==> src/rtl/imem_loader.sv <==
// Byte-stream program loader: packs LE bytes into 32-bit words, writes instruction memory,
// holds the CPU in reset during the load and verifies a trailing XOR checksum.
module imem_loader #(
  parameter int          DEPTH     = 64,
  parameter logic [31:0] BASE_ADDR = 32'h0000_0000
) (
  input  logic        clk,
  input  logic        rst_n,
  input  logic        start,
  input  logic        s_valid,
  input  logic [7:0]  s_data,
  output logic        s_ready,
  output logic        we,
  output logic [31:0] wa,
  output logic [31:0] wd,
  output logic        cpu_hold,
  output logic        done,
  output logic        error,
  output logic [15:0] words_loaded
);

  typedef enum logic [2:0] {IDLE, LEN0, LEN1, DATA, WRITE, CSUM, DONE, ERR} state_t;

  state_t      state, state_nx;
  logic [15:0] len, len_nx;
  logic [1:0]  lane, lane_nx;
  logic [31:0] word, word_nx;
  logic [7:0]  csum, csum_nx;
  logic        s_ready_nx, we_nx, cpu_hold_nx, done_nx, error_nx;
  logic [31:0] wa_nx, wd_nx;
  logic [15:0] wl_nx;
  logic [15:0] len_rx;
  logic        accept;

  assign accept = s_valid && s_ready;
  assign len_rx = {s_data, len[7:0]};

  always_comb begin
    state_nx    = state;
    len_nx      = len;
    lane_nx     = lane;
    word_nx     = word;
    csum_nx     = csum;
    we_nx       = 1'b0;
    wa_nx       = wa;
    wd_nx       = wd;
    cpu_hold_nx = cpu_hold;
    done_nx     = done;
    error_nx    = error;
    wl_nx       = words_loaded;
    case (state)
      IDLE, DONE, ERR: begin
        if (start) begin
          state_nx    = LEN0;
          cpu_hold_nx = 1'b1;
          done_nx     = 1'b0;
          error_nx    = 1'b0;
          wl_nx       = 16'd0;
          lane_nx     = 2'd0;
          csum_nx     = 8'd0;
        end
      end
      LEN0: begin
        if (accept) begin
          len_nx[7:0] = s_data;
          state_nx    = LEN1;
        end
      end
      LEN1: begin
        if (accept) begin
          len_nx[15:8] = s_data;
          if (len_rx > 16'(DEPTH)) begin
            state_nx    = ERR;
            cpu_hold_nx = 1'b0;
            error_nx    = 1'b1;
          end else if (len_rx == 16'd0) begin
            state_nx = CSUM;
          end else begin
            state_nx = DATA;
          end
        end
      end
      DATA: begin
        if (accept) begin
          word_nx[{lane, 3'b000} +: 8] = s_data;
          csum_nx = csum ^ s_data;
          lane_nx = lane + 2'd1;
          if (lane == 2'd3) begin
            // Strobe and address are registered on entry so they line up with WRITE.
            state_nx = WRITE;
            we_nx    = 1'b1;
            wa_nx    = BASE_ADDR + {14'd0, words_loaded, 2'b00};
            wd_nx    = word_nx;
          end
        end
      end
      WRITE: begin
        wl_nx    = words_loaded + 16'd1;
        state_nx = (wl_nx == len) ? CSUM : DATA;
      end
      CSUM: begin
        if (accept) begin
          cpu_hold_nx = 1'b0;
          if (s_data == csum) begin
            state_nx = DONE;
            done_nx  = 1'b1;
          end else begin
            state_nx = ERR;
            error_nx = 1'b1;
          end
        end
      end
      default: state_nx = IDLE;
    endcase
    s_ready_nx = (state_nx == LEN0) || (state_nx == LEN1) ||
                 (state_nx == DATA) || (state_nx == CSUM);
  end

  always_ff @(posedge clk or negedge rst_n) begin
    if (!rst_n) begin
      state        <= IDLE;
      len          <= 16'd0;
      lane         <= 2'd0;
      word         <= 32'd0;
      csum         <= 8'd0;
      s_ready      <= 1'b0;
      we           <= 1'b0;
      wa           <= BASE_ADDR;
      wd           <= 32'd0;
      cpu_hold     <= 1'b0;
      done         <= 1'b0;
      error        <= 1'b0;
      words_loaded <= 16'd0;
    end else begin
      state        <= state_nx;
      len          <= len_nx;
      lane         <= lane_nx;
      word         <= word_nx;
      csum         <= csum_nx;
      s_ready      <= s_ready_nx;
      we           <= we_nx;
      wa           <= wa_nx;
      wd           <= wd_nx;
      cpu_hold     <= cpu_hold_nx;
      done         <= done_nx;
      error        <= error_nx;
      words_loaded <= wl_nx;
    end
  end

endmodule

==> config.mk <==
export PLATFORM = sky130hd
export DESIGN_NAME = imem_loader
export DESIGN_NICKNAME = d
export VERILOG_FILES = /design/src/rtl/imem_loader.sv
export SDC_FILE = /design/constraint.sdc
export NUM_CORES = 1
export LEC_CHECK = 0
export ABC_AREA = 1
export CAP_MARGIN = 30
export CORE_ASPECT_RATIO = 0.75
export CORE_MARGIN = 1
export CORE_UTILIZATION = 50
export DETAILED_ROUTE_END_ITERATION = 6
export GPL_ROUTABILITY_DRIVEN = 0
export PLACE_DENSITY = 0.8
export SYNTH_ARGS = -nofsm -noshare
export SYNTH_HDL_FRONTEND = slang
export SYNTH_SLANG_ARGS = --single-unit
==> constraint.sdc <==
create_clock -name clk -period 2.3 [get_ports clk]
set_input_delay 0.69 -clock clk [delete_from_list [all_inputs] [get_ports clk]]
set_output_delay 0.69 -clock clk [all_outputs]
set_load 0.01 [all_outputs]
==> run summary, run 1 <==
Count of non-filler cells in the finished layout -> 1088
Die boundary width -> 133.1 µm
Cell at the root of the clock tree -> sky130_fd_sc_hd__clkbuf_16
Overall fraction of global-route tracks in use -> 0.2588
Net count, final -> 928
Min cycle time layout -> 2.158 ns
Vias in the first global route -> 5267
Sum of negative setup slack -> 0 ns
Max-Cap Viols -> 0
Setup Fix Bufs, Post-CTS -> 0
Core Region -> 12440 µm²
Final instance area -> 8150 µm²
Share of synthesized area occupied by flip-flops and latches -> 0.5051
Pin count of the biggest net entering global routing -> 70
Drt first-iter violations -> 575
Wire length of the first global-routing pass -> 26710 µm
Footprint of the multi-input gates -> 2673 µm²
Detailed-route wire length per cell -> 14.80 µm
Total design power -> 9.303 mW
Clock Tree Buf Depth -> 2
Failing checks -> DRC
Met3 wirelength from detailed routing -> 1165 µm
DR top layer -> met4
Actual slew at the worst max-slew pin -> 0.5369 ns
Remaining number of nets flagged by the antenna check after routing -> 0
Final Hold Violating Endpoints -> 0
Number of buffers created by CTS -> 17
Max-slew violation count -> 0
Crit-path leading delay family -> buffers and inverters
RSZ-0062 raised after global routing -> false
DRC errors left -> 2
Startpoint type of the worst setup path -> register
Class of the most critical hold timing path -> primary input to asynchronous set/reset pin
Clock sink count -> 130
Result of the run -> finished with violations
Total power density per cell area -> 1141 nW/µm²
Worst-case vdd ir drop -> 0.7705 mV
Buffers on Ports -> 80
Commonest non-fill, non-tap cell in the layout -> sky130_fd_sc_hd__nand2_1
Final-layout fill cell count -> 1035
Number of buffers and inverters on the critical path -> 1
Clock insertion delay at the later pin of the skew report -> 0.42 ns
Setup crit end kind -> output pin
I/O Pins -> 97
Clock skew -> 0.007736 ns
Routed WL -> 16100 µm
Distinct cell type count after synthesis -> 30
Deepest level of the CTS H-tree -> 4
Number of antenna violations at the first check in global routing -> 0
Met2 wire length -> 7083 µm
CTS tree -> yes
Crit path cell chain -> clkdlybuf4s50_1
Most frequent cells in the layout -> sky130_fd_sc_hd__nand2_1, sky130_fd_sc_hd__dfrtp_1, sky130_fd_sc_hd__o21ai_0
Area growth, synth to finish -> 26.53%
Placed standard-cell area -> 7555 µm²
Longest individual stage delay on the worst path -> 0.60 ns
Setup CP Type -> register to output pin
Final setup violating endpoints -> 0
DIE AREA -> 13350 µm²
Worst slew margin -> 0.6408
Register Area -> 3253 µm²
CTS resizes -> 0
Data arrival time at the worst-slack endpoint -> 1.47 ns
Clock input transition at the sequential cells of the worst setup and hold paths -> 0.06 ns
Count of inserted antenna diode cells -> 0
HPWL Detailed -> 11300 µm
Total standard cell area after synthesis -> 6441 µm²
Final standard cell utilization of the core -> 0.6553
Share of layout cells above drive strength 1 -> 0.08568
Core Rows -> 35
Average cell area after synthesis -> 7.932 µm²
Top fanout value on the critical path -> 6
Met1 Routed Length -> 7661 µm
Master of the slowest instance on the critical path -> sky130_fd_sc_hd__clkdlybuf4s50_1
Mean number of vias per cell -> 5.347
Count of TritonRoute iterations in the first routing pass -> 7
Synth warn -> 0
Hold-fix buffers, CTS -> 0
Die boundary height -> 100.3 µm
Total global routing overflow -> 0
Cell count after synthesis -> 812
Effective utilization at floorplan -> 0.5179
Number of synthesized register bits -> 130
Required time of the critical path -> 1.61 ns
Share of the clock period used by the worst path after layout -> 0.9383
Achievable clock frequency -> 0.4634 GHz
Overall via count from detail_route -> 5817
Leak -> 3.884 nW
Cells after DPL -> 1056
[metrics by stage]
stage / setup slack [ns] / hold slack (ns)
CTS: 0.1317 / 0.1581
floorplan: 0.3017 / 0.3944
global placement: -0.003999 / 0.4557
detailed placement: -0.08309 / 0.4586
global route: 0.05948 / 0.1685
finish: 0.1419 / 0.1554
[registers in the layout (all words and copies together), names as in the netlist]
| name | cells |
|---|---|
| lane | 2 |
| word | 32 |
| we | 1 |
| s_ready | 1 |
| words_loaded | 16 |
| csum | 8 |
| state | 3 |
| error | 1 |
| wa | 16 |
| cpu_hold | 1 |
| wd | 32 |
| len | 16 |
| done | 1 |
[layer usage]
metal / track usage / up-vias
li1: - / 2797
met1: 0.3884 / 2786
met2: 0.3754 / 216
met3: 0.04495 / 18
met4: 0.09461 / 0
met5: 0 / -
[Yosys cell counts (all sizes together)]
cell,count,area (µm²)
buf,25,158.9
nand3,42,215.2
o22ai,29,181.4
o21a,2,15.01
xnor2,3,26.28
o21ai,98,494.2
nand4,27,168.9
dfrtp,130,3253
nand2,272,1031
ha,7,87.58
xor2,7,61.31
nor4,1,6.260
conb,1,3.750
clkbuf,20,75.07
nor2,40,214.0
nand3b,8,60.06
a21oi,6,30.03
or2,1,6.260
nor3,3,15.01
inv,90,337.8
[power breakdown]
group | internal (mW) | total [mW] | switching [mW]
registers | 3.00 | 3.40 | 0.403
clock network | 1.75 | 2.72 | 0.976
logic | 1.29 | 3.18 | 1.89
[worst paths after layout]
| kind | slack, ns | to | cells past startpoint | start |
|---|---|---|---|---|
| max in group asynchronous | 1.57 | wa[13] | 2 | rst_n |
| min in group clk | 0.47 | wd[25] | 2 | wd[25] |
| max | 0.14 | words_loaded[2] | 1 | words_loaded[2] |
| min reg2reg | 0.47 | wd[25] | 2 | wd[25] |
| min | 0.16 | wd[17] | 1 | rst_n |
| max reg2reg | 0.21 | s_ready | 14 | words_loaded[0] |
[area by class of cell]
type,count,area share
flip-flops and latches,130,0.3991
multi-input cells,562,0.3279
repair buffers,108,0.1329
clock buffers,21,0.05649
inverters,90,0.04145
well taps,166,0.02548
clock inverters,11,0.01658
[cell families after synthesis]
family | Yosys count | synth area share
buf+inv | 135 | 0.08877
other cells | 1 | 0.0005822
compound gates | 135 | 0.1119
simple gates | 394 | 0.2665
fa+ha+maj | 7 | 0.01360
xor+xnor | 10 | 0.01360
flops | 130 | 0.5051
Note: power is estimated with default switching activity, not from simulation.
==> run 2: changes to the inputs <==
==> constraint.sdc (replaced) <==
create_clock -name clk -period 2.7 [get_ports clk]
set_input_delay 0.81 -clock clk [delete_from_list [all_inputs] [get_ports clk]]
set_output_delay 0.81 -clock clk [all_outputs]
set_load 0.01 [all_outputs]
==> run summary, run 2 (synthesis gave the netlist of run 1 again) <==
Result of the run -> completed
Actual slew at the worst max-slew pin -> 0.5414 ns
Final-layout fill cell count -> 1048
Most frequent cells in the layout -> sky130_fd_sc_hd__nand2_1, sky130_fd_sc_hd__dfrtp_1, sky130_fd_sc_hd__o21ai_0
HPWL Detailed -> 10990 µm
Count of inserted antenna diode cells -> 0
Worst slew margin -> 0.6386
Wire length of the first global-routing pass -> 27110 µm
Vias in the first global route -> 5336
Power spent charging and discharging nets -> 2.815 mW
Clock skew -> 0.003458 ns
Clock Tree Buf Depth -> 2
Data arrival time at the worst-slack endpoint -> 1.49 ns
Final standard cell utilization of the core -> 0.6489
Remaining number of nets flagged by the antenna check after routing -> 0
Mean number of vias per cell -> 5.370
Total design power -> 8.142 mW
Number of buffers created by CTS -> 17
Number of buffers and inverters on the critical path -> 1
Critical Path Start -> words_loaded[11]
Share of layout cells above drive strength 1 -> 0.06961
Core Region -> 12440 µm²
Setup crit end kind -> output pin
Pin count of the biggest net entering global routing -> 70
Final Hold Violating Endpoints -> 0
Total power density per cell area -> 1009 nW/µm²
Count of non-filler cells in the finished layout -> 1071
Share of the clock period used by the worst path after layout -> 0.8511
Overall fraction of global-route tracks in use -> 0.2606
Min cycle time layout -> 2.298 ns
RSZ-0062 raised after global routing -> false
Deepest level of the CTS H-tree -> 4
Total global routing overflow -> 0
Crit path cell chain -> clkdlybuf4s50_1
Clock insertion delay at the later pin of the skew report -> 0.42 ns
Drt first-iter violations -> 438
Commonest non-fill, non-tap cell in the layout -> sky130_fd_sc_hd__nand2_1
Final setup violating endpoints -> 0
Startpoint type of the worst setup path -> register
Leak -> 3.827 nW
Area growth, synth to finish -> 25.29%
Cell-internal power -> 5.327 mW
I/O Pins -> 97
Core Rows -> 35
Top fanout value on the critical path -> 7
Setup Fix Bufs, Post-CTS -> 0
Required time of the critical path -> 1.89 ns
Clock sink count -> 130
Cells after DPL -> 1041
Buffers on Ports -> 80
Sw Share -> 0.3457
Relative contribution of combinational cells to total power -> 0.324
Startpoint of the lowest-slack register-to-register path -> words_loaded[0]
Routed WL -> 16130 µm
Die boundary width -> 133.1 µm
Effective utilization at floorplan -> 0.5179
Longest individual stage delay on the worst path -> 0.59 ns
Net count, final -> 913
DIE AREA -> 13350 µm²
Master of the slowest instance on the critical path -> sky130_fd_sc_hd__clkdlybuf4s50_1
Achievable clock frequency -> 0.4352 GHz
Clock input transition at the sequential cells of the worst setup and hold paths -> 0.06 ns
Number of antenna violations at the first check in global routing -> 0
Register share of total power -> 0.358
DRC errors left -> 0
Overall via count from detail_route -> 5751
Cell at the root of the clock tree -> sky130_fd_sc_hd__clkbuf_16
Setup CP Type -> register to output pin
Max-slew violation count -> 0
Relative contribution of the clock network to total power -> 0.318
CTS tree -> yes
Crit-path leading delay family -> buffers and inverters
Hold-fix buffers, CTS -> 0
Count of TritonRoute iterations in the first routing pass -> 5
CTS resizes -> 0
Detailed-route wire length per cell -> 15.06 µm
Sum of negative setup slack -> 0 ns
Die boundary height -> 100.3 µm
Max-Cap Viols -> 0
Worst-case vdd ir drop -> 0.5667 mV
Largest registers in the final layout -> wd: 32 flops, word: 32 flops
Class of the most critical hold timing path -> primary input to asynchronous set/reset pin
## run 2: changes by cell type in the layout (fill, tap and decap cells not counted), sizes merged
cell    delta
buf       -15
bufinv     +3
clkbuf     -2
clkinv     -3
## run 2: metrics by stage
step | area (µm²) | setup slack [ns] | hold slack [ns]
finish | 8070 | 0.4020 | 0.3624
global route | 8070 | 0.3146 | 0.3946
CTS | 8070 | 0.3997 | 0.3752
detailed placement | 7417 | 0.08409 | 0.4579
global placement | 7417 | 0.08206 | 0.4594
floorplan | 6497 | 0.7017 | 0.4661
## run 2: cell type report
cell class | instances | area (µm²) | share of cell area
Inverter | 90 | 337.8 | 0.04186
Clock inverter | 11 | 210.2 | 0.02605
Sequential cell | 130 | 3253 | 0.4031
Timing Repair Buffer | 93 | 945.9 | 0.1172
Multi-Input combinational cell | 562 | 2673 | 0.3312
Tap cell | 166 | 207.7 | 0.02574
Clock buffer | 19 | 442.9 | 0.05488
## run 2: per-layer routing
metal  up-vias  wire length (µm)  global-route usage
li1       2769                 -                   -
met3        25              1170             0.05404
met2       220              6992              0.3782
met5         -                 0                   0
met1      2737              7740              0.3862
met4         0               222             0.09195
## run 2: worst paths after layout
kind / endpoint / slack, ns / cells past startpoint
max in group asynchronous: state[1] / 1.71 / 2
hold / removal: wd[18] / 0.36 / 1
min in group clk: wd[27] / 0.47 / 2
setup / recovery: words_loaded[11] / 0.40 / 1
setup reg to reg: s_ready / 0.51 / 13
hold reg to reg: wd[27] / 0.47 / 2
## run 2: power groups by stage
stage          clock, mW  sequential (mW)  combinational (mW)
2_1_floorplan          0             2.93                1.63
3_3_place_gp           0             2.92                2.50
3_5_place_dp           0             2.93                2.56
4_1_cts             2.60             2.91                2.62
5_1_grt             2.68             2.99                2.96
6_report            2.59             2.92                2.64
==> run 3: changes to the inputs <==
--- a/config.mk
+++ b/config.mk
@@ -10,6 +10,7 @@
 export CORE_ASPECT_RATIO = 0.75
 export CORE_MARGIN = 1
 export CORE_UTILIZATION = 50
+export CTS_CLUSTER_DIAMETER = 80
 export DETAILED_ROUTE_END_ITERATION = 6
 export GPL_ROUTABILITY_DRIVEN = 0
 export PLACE_DENSITY = 0.8
==> results of run 3 <==
Same layout as run 2: the final DEF is identical, and so are final timing and power.
